### src/rtl/piso_tx_sched.sv
// piso_tx_sched: round-robin scheduler feeding one shared PISO with load/shift sequencing and frame strobes
module piso_tx_sched #(
    parameter int WIDTH = 4,
    parameter int GAP   = 1
) (
    input  logic             clk,
    input  logic             rst_n,
    input  logic             req0,
    input  logic             req1,
    input  logic [WIDTH-1:0] data0,
    input  logic [WIDTH-1:0] data1,
    output logic             ack0,
    output logic             ack1,
    output logic             piso_mode,
    output logic [WIDTH-1:0] piso_d,
    output logic             frame_valid,
    output logic             frame_last,
    output logic             frame_src,
    output logic             busy
);
    localparam int CW = (WIDTH > 1) ? $clog2(WIDTH) : 1;
    localparam int GW = (GAP > 1) ? $clog2(GAP) : 1;

    typedef enum logic [1:0] {S_IDLE, S_LOAD, S_SHIFT, S_GAP} state_t;

    state_t           state_q;
    logic [CW-1:0]    cnt_q;
    logic [GW-1:0]    gap_q;
    logic             last_q;
    logic             ack0_q, ack1_q, mode_q, fv_q, fl_q, src_q, busy_q;
    logic [WIDTH-1:0] pd_q;
    logic             win_d;

    // Winner: the lone requester, or the one not served last time on contention
    always_comb win_d = (req0 && req1) ? ~last_q : req1;

    // Frame sequencer: grant in IDLE, one load cycle, WIDTH shifts, then GAP idle cycles
    always_ff @(posedge clk or negedge rst_n) begin
        if (!rst_n) begin
            state_q <= S_IDLE;
            cnt_q   <= '0;
            gap_q   <= '0;
            last_q  <= 1'b1;
            ack0_q  <= 1'b0;
            ack1_q  <= 1'b0;
            mode_q  <= 1'b1;
            pd_q    <= '0;
            fv_q    <= 1'b0;
            fl_q    <= 1'b0;
            src_q   <= 1'b0;
            busy_q  <= 1'b0;
        end else begin
            case (state_q)
                S_IDLE: begin
                    if (req0 || req1) begin
                        ack0_q  <= ~win_d;
                        ack1_q  <= win_d;
                        pd_q    <= win_d ? data1 : data0;
                        src_q   <= win_d;
                        last_q  <= win_d;
                        busy_q  <= 1'b1;
                        state_q <= S_LOAD;
                    end
                end
                S_LOAD: begin
                    ack0_q  <= 1'b0;
                    ack1_q  <= 1'b0;
                    mode_q  <= 1'b0;
                    fv_q    <= 1'b1;
                    fl_q    <= 1'b0;
                    cnt_q   <= '0;
                    state_q <= S_SHIFT;
                end
                S_SHIFT: begin
                    if (cnt_q == CW'(WIDTH - 1)) begin
                        fv_q   <= 1'b0;
                        fl_q   <= 1'b0;
                        mode_q <= 1'b1;
                        gap_q  <= '0;
                        if (GAP == 0) begin
                            busy_q  <= 1'b0;
                            state_q <= S_IDLE;
                        end else begin
                            state_q <= S_GAP;
                        end
                    end else begin
                        cnt_q <= cnt_q + CW'(1);
                        fl_q  <= (cnt_q == CW'(WIDTH - 2));
                    end
                end
                S_GAP: begin
                    if (int'(gap_q) >= GAP - 1) begin
                        busy_q  <= 1'b0;
                        state_q <= S_IDLE;
                    end else begin
                        gap_q <= gap_q + GW'(1);
                    end
                end
                default: state_q <= S_IDLE;
            endcase
        end
    end

    assign ack0        = ack0_q;
    assign ack1        = ack1_q;
    assign piso_mode   = mode_q;
    assign piso_d      = pd_q;
    assign frame_valid = fv_q;
    assign frame_last  = fl_q;
    assign frame_src   = src_q;
    assign busy        = busy_q;
endmodule

### config.mk
export PLATFORM = sky130hd
export DESIGN_NAME = piso_tx_sched
export DESIGN_NICKNAME = d
export VERILOG_FILES = /design/src/rtl/piso_tx_sched.sv
export SDC_FILE = /design/constraint.sdc
export NUM_CORES = 1
export LEC_CHECK = 0
export ABC_AREA = 0
export BUFFER_PORTS_ARGS = -buffer_cell sky130_fd_sc_hd__buf_2
export CAP_MARGIN = 5
export CORE_MARGIN = 2
export CORE_UTILIZATION = 49
export DETAILED_ROUTE_END_ITERATION = 6
export GPL_TIMING_DRIVEN = 0
export HOLD_SLACK_MARGIN = 0.05
export PLACE_DENSITY = 0.83
export SETUP_SLACK_MARGIN = 0.02
export SYNTH_ARGS = -nofsm -noshare
export SYNTH_HDL_FRONTEND = slang
export SYNTH_SLANG_ARGS = --single-unit
### constraint.sdc
create_clock -name clk -period 2.6 [get_ports clk]
set_clock_uncertainty 0.2 [all_clocks]
set_input_delay 0 -clock clk [delete_from_list [all_inputs] [get_ports clk]]
set_output_delay 0 -clock clk [all_outputs]
set_load 0.02 [all_outputs]
==> results of run 1 <==
==> registers in the layout (all words and copies together) (netlist names) <==
name         count
last_q           1
cnt_q            2
frame_valid      1
piso_d           4
piso_mode        1
ack0             1
busy             1
state_q          2
frame_src        1
frame_last       1
ack1             1
==> Yosys cell counts (2+ instances only) <==
master     n
a21oi_1   11
a22o_1     2
buf_2      2
dfrtp_1   14
dfstp_2    2
ha_1       9
inv_1      6
mux2_2     2
mux2i_1    3
nand2_1    6
nand2b_1   2
nor2_1     9
nor2b_1    3
o21ai_0    4
==> final cells by class <==
class | count | area, sq um | area share, %
plain buffers | 2 | 10.0 | 0.832
clock buffers | 4 | 36.3 | 3.02
inverters | 6 | 22.5 | 1.87
multi-input cells | 63 | 449 | 37.4
flip-flops and latches | 16 | 403 | 33.5
well taps | 25 | 31.3 | 2.60
repair buffers | 36 | 250 | 20.8
==> worst paths after layout <==
path,from,end,slack [ns]
setup / recovery,state_q[0],piso_d[0],0.30
hold / removal,frame_src,frame_src,0.31
setup reg to reg,state_q[0],piso_d[0],0.30
hold reg to reg,frame_src,frame_src,0.31
max in group asynchronous,rst_n,frame_valid,0.54
min in group asynchronous,rst_n,last_q,0.57
==> power groups by stage <==
stage	clock, uW	combinational [uW]	sequential (uW)
6_report	162	713	442
5_1_grt	185	788	455
4_1_cts	170	713	440
3_3_place_gp	0	600	438
3_5_place_dp	0	626	446
2_1_floorplan	0	376	522
==> through the flow <==
step / instance area [sq um] / hold slack (ns)
3_5_place_dp: 1030 / -0.266
3_3_place_gp: 1030 / -0.273
5_1_grt: 1200 / 0.318
2_1_floorplan: 885 / -0.496
6_report: 1200 / 0.307
4_1_cts: 1200 / 0.307
==> worst max-delay path: cells and delay by family, from the launching register on <==
family,cells,cell delay [ns]
buffers and inverters,3,0.92
DFF,1,0.41
AOI/OAI and AO/OA,3,0.44
adders and majority gates,1,0.21
==> kinds of logic (layout without fill, tap and decap cells) <==
kind of cell               count (synthesis)  in the layout
buffers and inverters                      8             48
and+or+nand+nor                           21             21
DFF                                       16             16
adders and majority gates                  9              9
muxes                                      6              6
AOI/OAI and AO/OA                         27             27
==> what timing repair did <==
item | in CTS | in global routing
gates resized for setup | 0 | 0
hold buffers | 14 | 0
hold endpoints to repair | 26 | 0
==> per-layer routing <==
metal / GRT usage [%] / up-vias
met5: 0 / -
met4: 12.0 / 0
met3: 4.71 / 4
met2: 35.6 / 21
met1: 24.3 / 361
li1: - / 382
==> metrics.yaml, run 1 <==
status: "finished clean"
crit_arrival_ns: 2.27
path_class: "flop to flop"
final.period_utilization_pct: 88.7
post_cts_buffers: 0
syn_to_final_growth_pct: 35.9
synthMuxAreaShare_pct: 7.21
clock_tree.root_cell: "clkbuf_4"
p_seq_share_pct: 33.5
worst_r2r_path_depth: 7
p_leak_uw: 0.000594
final_util_pct: 70.4
final_cells: 152
dp_slack_ns: 0.760
synth_top_family_by_area: "compound AO/OA/AOI/OAI gates"
h-tree-depth: 1
wire_per_inst_um: 12.9
power_density_nw_per_um2: 1100
routed_via_density: 5.05
clk_path_buf_depth: 2
place_hpwl_um: 1290
power_frac_comb_pct: 54.1
drt_iter0_markers: 12
drtPass1Iterations: 4
cts_buffers: 3
drc: 0
setup_violations: 0
setup_tns_ns: 0
finalHoldViolations: 0
p_int_uw: 783
grt_pass1_vias: 682
hold_path_class: "flop to flop"
layout.nets: 149
crit_path_top_delay_cell: "dlygate4sd3_1"
grt_start_max_net_pins: 15
synthArstFlopShare_pct: 100
synth_compound_area_share_pct: 20.4
slew_violations: 0
synth_edf_count: 0
cts.sinks: 16
worst_setup_path_end_kind: "flop"
syn_avg_cell_area_sq_um: 10.2
crit_path_cell_trace: "inv_1 > ha_1 > buf_2 > o21ai_1 > a21oi_1 > a21oi_1 > dlygate4sd3_1"
hold_path_depth: 1
drt-met1-wl_um: 838
peakVddDrop_uv: 548
postRouteWirelength_um: 1960
maxUsedRoutingLayer: "met4"
final_cell_mix: "buf_2 (24), dfrtp_1 (14), dlygate4sd3_1 (14)"
wl_met2_um: 1010
synthesis.instances: 87
clock_latency_ns: 0.28
cpPeakStageDelay_ns: 0.56
syn_nets: 108
yosys_warnings: 0
rows: 15
portBuffers: 22
cpMostUsedCell: "a21oi_1"
synth_ff_type: "dfrtp_1"
netlist.area_leader.share_pct: 39.6
die_w_um: 46.5
period_needed_ns: 2.30
layout_commonest_cell: "buf_2"
p_sw_uw: 534
fill_cells: 128
crit_fanout: 10
place.gp.congestion: 0.768
die_y_um: 46.5
floorplan.initialDensity_pct: 51.8
die_area_sq_um: 2160
startpoint_type: "flop"
placed_cells: 134
rsz0062_at_grt: "no"
yosys.area_share.xor_xnor_pct: 0
crit_required_ns: 2.56
ys_ff_latch: 16
cap_violations: 0
syn_area_sq_um: 885
overflow: 0
clk_pin_slew_ns: 0.10
drive_gt1_share_pct: 27.6
swShare_pct: 40.5
synth-simple-area-share_pct: 10.5
yosys.area_share.adder_pct: 12.7
vias: 768
fmax_ghz: 0.434
tightest_slew_ns: 0.663
slew_headroom_pct: 55.6
route.met3.wl_um: 61
total_power_uw: 1320
io_pins: 23
antenna_left: 0
grt_usage_pct: 21.1
antenna_found_initial: 0
num_antenna_cells: 0
synth.distinct_cells: 26
yosys-top-cells-area: "dfrtp_1 (40%), ha_1 (13%), a21oi_1 (6.2%)"
grt_pass1_wl_um: 3080
layout_setup_ws_ns: 0.295
clockPowerShare_pct: 12.3
core_sq_um: 1710
yosysTopAreaCell: "dfrtp_1"
yosysSeqAreaShare_pct: 45.5
cts_tree: "yes"
(Power assumes the default switching activity.)
==> inputs of run 2 (changes only) <==
CTS_CLUSTER_DIAMETER = 120   (was not set)
RECOVER_POWER = 25   (was not set)
==> run 2 against run 1 <==
Effect of this change: combinational power shrank 2%; clock-buffer cell count did not move; critical path depth unchanged; cell area decreased by 0.94%; non-clock buffer count stayed put; flip-flop and latch count unchanged; core utilization fell by 0.66 points; worst setup slack got worse by 0.0019 ns; total power is 0.82% lower; maximum frequency hardly changed.
==> metrics.yaml, run 2 (synthesis results as in run 1) <==
layout.nets: 149
largest_register_ffs: 4
timing.rr.end: "piso_d[0]"
reg2reg_from: "state_q[0]"
core_sq_um: 1710
die_w_um: 46.5
drive_gt1_share_pct: 20.5
period_needed_ns: 2.31
startpoint: "state_q[0]"
grt_usage_pct: 21.1
slew_violations: 0
final.period_utilization_pct: 88.7
floorplan.initialDensity_pct: 51.8
status: "finished clean"
postRouteWirelength_um: 1970
overflow: 0
path_buf_inv: 3
portBuffers: 22
io_pins: 23
crit_required_ns: 2.56
die_y_um: 46.5
cts.sinks: 16
cap_violations: 0
power_density_nw_per_um2: 1100
wire_per_inst_um: 12.9
setup_violations: 0
cp.depth: 7
die_area_sq_um: 2160
cts_buffers: 3
clk_pin_slew_ns: 0.10
num_antenna_cells: 0
regArea_sq_um: 403
path_class: "flop to flop"
p_seq_share_pct: 33.9
r2r_setup_slack_ns: 0.29
h-tree-depth: 1
grt_start_max_net_pins: 15
slew_headroom_pct: 55.2
p_int_uw: 769
rsz0062_at_grt: "no"
power_frac_comb_pct: 53.6
startpoint_type: "flop"
setup_tns_ns: 0
finalHoldViolations: 0
antenna_left: 0
antenna_found_initial: 0
tightest_slew_ns: 0.669
fill_cells: 134
cpMostUsedCell: "a21oi_1"
clock_tree.root_cell: "clkbuf_4"
cpPeakStageDelay_ns: 0.56
crit_arrival_ns: 2.27
grt_pass1_wl_um: 3080
place_hpwl_um: 1290
swShare_pct: 41.1
hold_path_depth: 1
placed_cells: 134
fmax_ghz: 0.433
crit_path_cell_trace: "inv_1 > ha_1 > buf_2 > o21ai_1 > a21oi_1 > a21oi_1 > dlygate4sd3_1"
clockPowerShare_pct: 12.5
place.gp.congestion: 0.768
cp-endpoint: "piso_d[0]"
clock_latency_ns: 0.28
crit_path_top_delay_cell: "dlygate4sd3_1"
grt_pass1_vias: 682
vias: 772
worst_setup_path_end_kind: "flop"
critPathTopFamily: "buffers and inverters"
hold_path_class: "flop to flop"
rows: 15
peakVddDrop_uv: 546
worst_r2r_path_depth: 7
cts_tree: "yes"
layout_commonest_cell: "buf_2"
final_cell_mix: "buf_2 (15), dfrtp_1 (14), dlygate4sd3_1 (14)"
multi_input_area_sq_um: 449
final_cells: 152
clk_path_buf_depth: 2
p_leak_uw: 0.000570
drtPass1Iterations: 4
p_sw_uw: 537
drc: 0
crit_fanout: 10
routed_via_density: 5.08
drt_iter0_markers: 12
cts_resized: 0
syn_to_final_growth_pct: 34.7
post_cts_buffers: 0
-- run 2: changes by cell type in the layout (fill, tap and decap cells not counted) --
cell and change:
buf_2 -9, clkbuf_1 +9
-- run 2: final cells by class --
type,instances,share of cell area [%]
Buffer,2,0.840
Clock buffer,4,3.05
Inverter,6,1.89
Multi-Input combinational cell,63,37.7
Sequential cell,16,33.8
Tap cell,25,2.63
Timing Repair Buffer,36,20.1
-- run 2: how the worst min path moves through the flow --
stage / slack [ns] / endpoint / start
floorplan: -0.50 / ack0 / rst_n
global placement: -0.27 / ack0 / rst_n
detailed placement: -0.27 / ack0 / rst_n
CTS: 0.31 / frame_src / frame_src
global route: 0.32 / frame_src / frame_src
finish: 0.31 / frame_src / frame_src
-- run 2: power by group through the flow --
stage | clock network (uW) | registers (uW) | logic (uW)
after detailed placement | 0 | 446 | 626
final | 163 | 443 | 699
after CTS | 170 | 440 | 713
after global placement | 0 | 438 | 600
after floorplan | 0 | 522 | 376
after global routing | 185 | 457 | 774
-- run 2: metrics by stage --
step | total power (uW) | area (sq um) | setup slack [ns] | util [%] | hold slack, ns
final | 1310 | 1190 | 0.293 | 69.7 | 0.312
after global routing | 1420 | 1190 | 0.183 | 69.7 | 0.323
after CTS | 1320 | 1200 | 0.303 | 70.4 | 0.307
after detailed placement | 1070 | 1030 | 0.760 | 60.1 | -0.266
after global placement | 1040 | 1030 | 0.826 | 60.1 | -0.273
after floorplan | 898 | 885 | 0.947 | - | -0.496
-- run 2: worst register-to-register path, delay by kind of cell (launching register included) --
kind                     cells  cell delay (ns)
buffers and inverters        3             0.92
AO/OA/AOI/OAI                3             0.44
adder cells (fa/ha/maj)      1             0.21
flip-flops                   1             0.41
-- run 2: metal layers --
metal | wire (um) | global-route usage [%]
met1 | 848 | 24.3
met2 | 1010 | 35.6
met3 | 60 | 4.71
met4 | 49 | 12.0
met5 | 0 | 0
-- run 2: repair_timing --
item                       in CTS  in global routing
hold buffers                   14                  0
setup endpoints to repair       0                  0
hold endpoints to repair       26                  0
